[src/rtl/bool_pkg.sv]
`default_nettype none
// +----------------------------------------------------------------------------+
// | Package : bool_pkg                                                         |
// | Purpose : Shared types and constants for the truth-table sweep controller. |
// |           Holds the sweep FSM state encoding, default input count, default |
// |           truth-table width and settle counter width.                      |
// | Ports   : none (package)                                                   |
// | Rev     : 1.0  initial release                                             |
// +----------------------------------------------------------------------------+
package bool_pkg;

  typedef enum logic [1:0] {
    IDLE   = 2'd0,
    APPLY  = 2'd1,
    SAMPLE = 2'd2,
    FINISH = 2'd3
  } state_e;

  localparam int DEF_N_VARS = 3;
  localparam int TT_W       = 1 << DEF_N_VARS;
  localparam int CNT_W      = 4;

endpackage
`default_nettype wire

[src/rtl/bool_tt_compare.sv]
`default_nettype none
// +----------------------------------------------------------------------------+
// | Module  : bool_tt_compare                                                  |
// | Purpose : Purely combinational comparison of a captured truth table       |
// |           against the expected table.                                      |
// | Ports   : tt, expected        - captured and expected tables (2^N_VARS b)  |
// |           match               - tables identical                           |
// |           err_count           - number of differing bits                   |
// |           first_err           - lowest differing index                     |
// |           first_err_valid     - at least one bit differs                   |
// | Rev     : 1.0  initial release                                             |
// +----------------------------------------------------------------------------+
module bool_tt_compare
  import bool_pkg::*;
#(
  parameter int N_VARS = DEF_N_VARS
) (
  input  logic [(1<<N_VARS)-1:0] tt,
  input  logic [(1<<N_VARS)-1:0] expected,
  output logic                   match,
  output logic [N_VARS:0]        err_count,
  output logic [N_VARS-1:0]      first_err,
  output logic                   first_err_valid
);

  localparam int TT_BITS = 1 << N_VARS;

  logic [TT_BITS-1:0] w_diff;

  assign w_diff = tt ^ expected;

  // Scanning from the top down lets the last hit win, which is the lowest
  // failing index.
  always_comb begin
    match           = (w_diff == '0);
    err_count       = '0;
    first_err       = '0;
    first_err_valid = 1'b0;
    for (int i = TT_BITS - 1; i >= 0; i--) begin
      err_count = err_count + {{N_VARS{1'b0}}, w_diff[i]};
      if (w_diff[i]) begin
        first_err       = N_VARS'(i);
        first_err_valid = 1'b1;
      end
    end
  end

endmodule
`default_nettype wire

[src/rtl/bool_tt_sweeper.sv]
`default_nettype none
// +----------------------------------------------------------------------------+
// | Module  : bool_tt_sweeper                                                  |
// | Purpose : Steps a single-output Boolean function through all input        |
// |           combinations, captures its truth table and compares it with an  |
// |           expected minterm mask.                                          |
// | Ports   : clk, rst_n          - clock, async active-low reset              |
// |           start, abort        - begin / cancel a sweep                     |
// |           expected            - expected table, latched on start           |
// |           abc, f              - function inputs / function output          |
// |           busy, done          - sweep running / one-cycle completion pulse |
// |           tt                  - captured truth table                       |
// |           match, err_count,   - comparison results, registered at the end  |
// |           first_err(_valid)     of a sweep and held until the next start   |
// | Rev     : 1.0  initial release                                             |
// +----------------------------------------------------------------------------+
module bool_tt_sweeper
  import bool_pkg::*;
#(
  parameter int N_VARS = DEF_N_VARS,
  parameter int SETTLE = 1
) (
  input  logic                   clk,
  input  logic                   rst_n,
  input  logic                   start,
  input  logic                   abort,
  input  logic [(1<<N_VARS)-1:0] expected,
  output logic [N_VARS-1:0]      abc,
  input  logic                   f,
  output logic                   busy,
  output logic                   done,
  output logic [(1<<N_VARS)-1:0] tt,
  output logic                   match,
  output logic [N_VARS:0]        err_count,
  output logic [N_VARS-1:0]      first_err,
  output logic                   first_err_valid
);

  localparam int TT_BITS = 1 << N_VARS;

  state_e               state_q, state_d;
  logic [N_VARS-1:0]    idx_q, idx_d;
  logic [CNT_W-1:0]     cnt_q, cnt_d;
  logic [TT_BITS-1:0]   tt_q, tt_d;
  logic [TT_BITS-1:0]   exp_q, exp_d;
  logic                 busy_q, busy_d;
  logic                 done_q, done_d;
  logic                 match_q, match_d;
  logic [N_VARS:0]      err_count_q, err_count_d;
  logic [N_VARS-1:0]    first_err_q, first_err_d;
  logic                 first_err_valid_q, first_err_valid_d;

  // Table as it will look after the current vector is captured. Comparing on
  // this lets the results be registered on the same edge that enters FINISH.
  logic [TT_BITS-1:0]   w_tt_smp;
  logic                 w_cmp_match;
  logic [N_VARS:0]      w_cmp_err_count;
  logic [N_VARS-1:0]    w_cmp_first_err;
  logic                 w_cmp_first_err_valid;

  always_comb begin
    w_tt_smp        = tt_q;
    w_tt_smp[idx_q] = f;
  end

  bool_tt_compare #(
    .N_VARS(N_VARS)
  ) u_compare (
    .tt              (w_tt_smp),
    .expected        (exp_q),
    .match           (w_cmp_match),
    .err_count       (w_cmp_err_count),
    .first_err       (w_cmp_first_err),
    .first_err_valid (w_cmp_first_err_valid)
  );

  always_comb begin
    state_d           = state_q;
    idx_d             = idx_q;
    cnt_d             = cnt_q;
    tt_d              = tt_q;
    exp_d             = exp_q;
    match_d           = match_q;
    err_count_d       = err_count_q;
    first_err_d       = first_err_q;
    first_err_valid_d = first_err_valid_q;

    case (state_q)
      IDLE: begin
        if (start) begin
          idx_d             = '0;
          cnt_d             = '0;
          tt_d              = '0;
          exp_d             = expected;
          match_d           = 1'b0;
          err_count_d       = '0;
          first_err_d       = '0;
          first_err_valid_d = 1'b0;
          state_d           = (SETTLE == 0) ? SAMPLE : APPLY;
        end
      end
      APPLY: begin
        cnt_d = cnt_q + CNT_W'(1);
        if (cnt_q == CNT_W'(SETTLE - 1)) begin
          state_d = SAMPLE;
        end
      end
      SAMPLE: begin
        tt_d  = w_tt_smp;
        cnt_d = '0;
        idx_d = idx_q + N_VARS'(1);
        if (&idx_q) begin
          state_d           = FINISH;
          match_d           = w_cmp_match;
          err_count_d       = w_cmp_err_count;
          first_err_d       = w_cmp_first_err;
          first_err_valid_d = w_cmp_first_err_valid;
        end else begin
          state_d = (SETTLE == 0) ? SAMPLE : APPLY;
        end
      end
      FINISH: begin
        state_d = IDLE;
      end
      default: begin
        state_d = IDLE;
      end
    endcase

    // Abort overrides everything while a sweep runs, including the final
    // sample, so an aborted sweep never reaches FINISH.
    if (abort && (state_q == APPLY || state_q == SAMPLE)) begin
      state_d           = IDLE;
      idx_d             = '0;
      cnt_d             = '0;
      tt_d              = '0;
      match_d           = 1'b0;
      err_count_d       = '0;
      first_err_d       = '0;
      first_err_valid_d = 1'b0;
    end

    busy_d = (state_d == APPLY) || (state_d == SAMPLE);
    done_d = (state_d == FINISH);
  end

  always_ff @(posedge clk or negedge rst_n) begin
    if (!rst_n) begin
      state_q           <= IDLE;
      idx_q             <= '0;
      cnt_q             <= '0;
      tt_q              <= '0;
      exp_q             <= '0;
      busy_q            <= 1'b0;
      done_q            <= 1'b0;
      match_q           <= 1'b0;
      err_count_q       <= '0;
      first_err_q       <= '0;
      first_err_valid_q <= 1'b0;
    end else begin
      state_q           <= state_d;
      idx_q             <= idx_d;
      cnt_q             <= cnt_d;
      tt_q              <= tt_d;
      exp_q             <= exp_d;
      busy_q            <= busy_d;
      done_q            <= done_d;
      match_q           <= match_d;
      err_count_q       <= err_count_d;
      first_err_q       <= first_err_d;
      first_err_valid_q <= first_err_valid_d;
    end
  end

  assign abc             = idx_q;
  assign busy            = busy_q;
  assign done            = done_q;
  assign tt              = tt_q;
  assign match           = match_q;
  assign err_count       = err_count_q;
  assign first_err       = first_err_q;
  assign first_err_valid = first_err_valid_q;

endmodule
`default_nettype wire

[config.mk]
export PLATFORM = sky130hd
export DESIGN_NAME = bool_tt_sweeper
export DESIGN_NICKNAME = d
export VERILOG_FILES = /design/src/rtl/bool_pkg.sv /design/src/rtl/bool_tt_compare.sv /design/src/rtl/bool_tt_sweeper.sv
export SDC_FILE = /design/constraint.sdc
export NUM_CORES = 1
export LEC_CHECK = 0
export ABC_AREA = 1
export CORE_AREA = 3 3 68 70
export DETAILED_ROUTE_END_ITERATION = 8
export DIE_AREA = 0 0 71 73
export GPL_ROUTABILITY_DRIVEN = 0
export PLACE_DENSITY_LB_ADDON = 0.15
export SLEW_MARGIN = 20
export SYNTH_ARGS = -nofsm -noshare
export SYNTH_HDL_FRONTEND = slang
export SYNTH_SLANG_ARGS = --single-unit
[constraint.sdc]
create_clock -name clk -period 4.49 [get_ports clk]
set_input_delay 0.898 -clock clk [delete_from_list [all_inputs] [get_ports clk]]
set_output_delay 0.898 -clock clk [all_outputs]
set_load 0.03 [all_outputs]
==> qor.yml <==
final_layout:
  fillers: 357
  final_cell_mix: "nand2_1, inv_1, dfrtp_1"
  stdcell_area_sq_um: 2630
  multiInputGateArea_sq_um: 1070
  nets: 325
  num_antenna_cells: 0
  fin_util: 0.652
  final_cell_count_no_fill: 343
  drive_gt1_frac: 0.143
  seq_area_sq_um: 901
  syn_to_final_growth_pct: 21.9
  layout_commonest_cell: "nand2_1"
die:
  die_w_um: 71
  rows: 23
  dieArea_sq_um: 5180
  initial_utilization: 0.535
  fp.dieH_um: 73
  fp.coreArea_sq_um: 4030
  ios: 35
clock_network:
  tritoncts: "done"
  cts_hold_buf: 0
  clock_sinks: 36
  ctsHtreeMaxLevel: 2
  post_cts_resized: 0
  clk_pin_slew_ns: 0.07
  post_cts_buffers: 0
  cts_buffer_depth: 2
  clk_latency_ns: 0.29
  clockRootBuffer: "clkbuf_8"
  cts_buffers: 5
global_route:
  antenna_found_initial: 0
  grt_max_degree: 37
  grt_overflow: 0
  grt_pass1_wl_um: 7590
  grt_pass1_vias: 1704
  grtUsageTotal: 0.187
route:
  drt-total-wl_um: 4270
  wl_per_cell_um: 12.5
  drtIter0Drc: 53
  drc: 0
  dr_total_vias: 1756
  dr.pass1.iters: 5
  ant_nets: 0
  vias_per_cell: 5.12
placed_design:
  place.port_buffers: 34
  pre_cts_slack_ns: -0.0605
  dp_hpwl_um: 3310
  placedInstanceArea_sq_um: 2550
  placedCellCount: 336
critical_path:
  path_buf_inv: 4
  worst-path-stages: 13
  crit_type: "in -> reg"
  slowest_delay_ns: 0.53
  cp-start-kind: "input pin"
  path_cells: "clkdlybuf4s50_1, o21ai_0, xor2_1, ha_1, fa_1, inv_1, fa_1, inv_1, fa_1, inv_1, fa_1, nand2_1, o21ai_0"
  arrival_ns: 4.38
  crit_end: "err_count[1]"
  r2r_start: "abc[0]"
  startpoint: "f"
  cp_max_fo: 3
  critPathMostFrequentCell: "fa_1"
  reg2reg_setup_slack_ns: 0.53
  cp-end-kind: "flip-flop"
  cp_top_family: "adder cells"
  critical-path-slowest-cell: "fa_1"
  r2r-end: "err_count[1]"
  reg2regPathDepth: 14
  cp.required_ns: 4.65
pwr:
  share_comb_of_total_power: 0.591
  clkPwrFrac: 0.132
  power_density_nw_per_um2: 622
  p_seq_frac: 0.278
  peakVddDrop_mv: 0.341
  leakage_nw: 1.28
  p_int_mw: 0.874
  netSwitchingFraction: 0.465
  p_switching_mw: 0.759
synthesis:
  synth_top_area_cell: "dfrtp_1"
  synth_cells: 252
  synthTopCellsByArea: "dfrtp_1, nand2_1, ha_1"
  synth_nets: 284
  ys_seq_elements: 36
  yosysUniqueCellTypes: 29
  ys_warn_count: 0
  ys_seq_area_frac: 0.418
  syn_avg_cell_area_sq_um: 8.55
  netlist_area_sq_um: 2150
  netlist.area_leader.share: 0.418
timing:
  min_period_ns: 4.23
  hold_viol: 0
  holdWs_ns: 0.474
  fmax_mhz: 237
  setup_violations: 0
  rsz0062_at_grt: "false"
  relSlewSlack: 0.402
  skew_ns: 0.00433
  worstMarginPinSlew_ns: 0.897
  maxSlewViolCount: 0
  min_period_over_period: 0.942
  worst_slack_ns: 0.262
hold_path:
  hold_class: "reg -> reg"
outcome:
  outcome: "complete, no violations"
job:
  drv_cap: 0
-- synthesized netlist by cell type --
master    count
a31oi_1       1
nand2_2      12
nand3_1      15
buf_6         2
o21ai_2       3
a32o_1        2
nor2_4        2
o211ai_1      4
inv_2         6
fa_1          4
nor2_1        9
ha_1         15
mux2_2        2
o22ai_1       7
xnor2_1       1
o31ai_1       1
o21ai_1       3
inv_1        36
and2_4        1
nand3_2       1
clkbuf_1      1
xor2_1        2
dfrtp_1      36
nand2_1      53
a21oi_1      14
o21ai_0       9
nor2_2        5
o41ai_1       1
nand4_1       4
-- per-stage QoR --
stage	power [mW]	TNS, ns
4_1_cts	1.66	0
6_report	1.63	0
2_1_floorplan	1.20	0
3_5_place_dp	1.44	-0.0605
5_1_grt	1.83	0
3_3_place_gp	1.42	0
-- final cells by class --
cell class              instances  area share
repair buffers                 37       0.136
inverters                      42      0.0600
flip-flops and latches         36       0.343
clock buffers                   6      0.0276
clock inverters                 1     0.00191
multi-input cells             171       0.407
well taps                      50      0.0238
-- cells by family after synthesis --
group | synth area share
AOI/OAI and AO/OA | 0.127
xor gates and xnor gates | 0.0122
adders and majority gates | 0.124
buffers and inverters | 0.0854
DFF | 0.418
muxes | 0.0105
and+or+nand+nor | 0.223
-- flip-flops by register name, summed over array words and instances, names as in the netlist --
signal           flops
err_count            4
tt                   8
match                1
cnt_q                4
exp_q                8
first_err            3
first_err_valid      1
done                 1
state_q              2
busy                 1
abc                  3
-- tightest hold or removal path, stage by stage (launching register included) --
cell,delay (ns)
dfrtp_1,0.34
nand2_1,0.05
nand2_1,0.05
-- metal layers --
metal  up-vias  share of wire  GRT usage
met2        33           0.49      0.318
met4         0          0.014     0.0564
li1        900              -          -
met1       818           0.45      0.234
met3         5          0.040     0.0468
met5         -              0          0
-- worst min-delay path by stage --
| stage | from | depth (start not counted) | end | slack [ns] |
|---|---|---|---|---|
| finish | match | 2 | match | 0.47 |
| global route | first_err[1] | 2 | first_err[1] | 0.50 |
| CTS | first_err[2] | 2 | first_err[2] | 0.48 |
| detailed placement | first_err[2] | 2 | first_err[2] | 0.46 |
| global placement | first_err_valid | 2 | first_err_valid | 0.46 |
| floorplan | cnt_q[2] | 1 | cnt_q[2] | 0.45 |
-- power groups by stage --
stage / Clock (mW) / Combinational [mW] / Sequential [mW]
after CTS: 0.225 / 0.983 / 0.454
after global placement: 0 / 0.957 / 0.458
final: 0.215 / 0.965 / 0.453
after global routing: 0.239 / 1.12 / 0.464
after detailed placement: 0 / 0.981 / 0.460
after floorplan: 0 / 0.689 / 0.508
No activity file was read; power rests on OpenSTA's default activity.
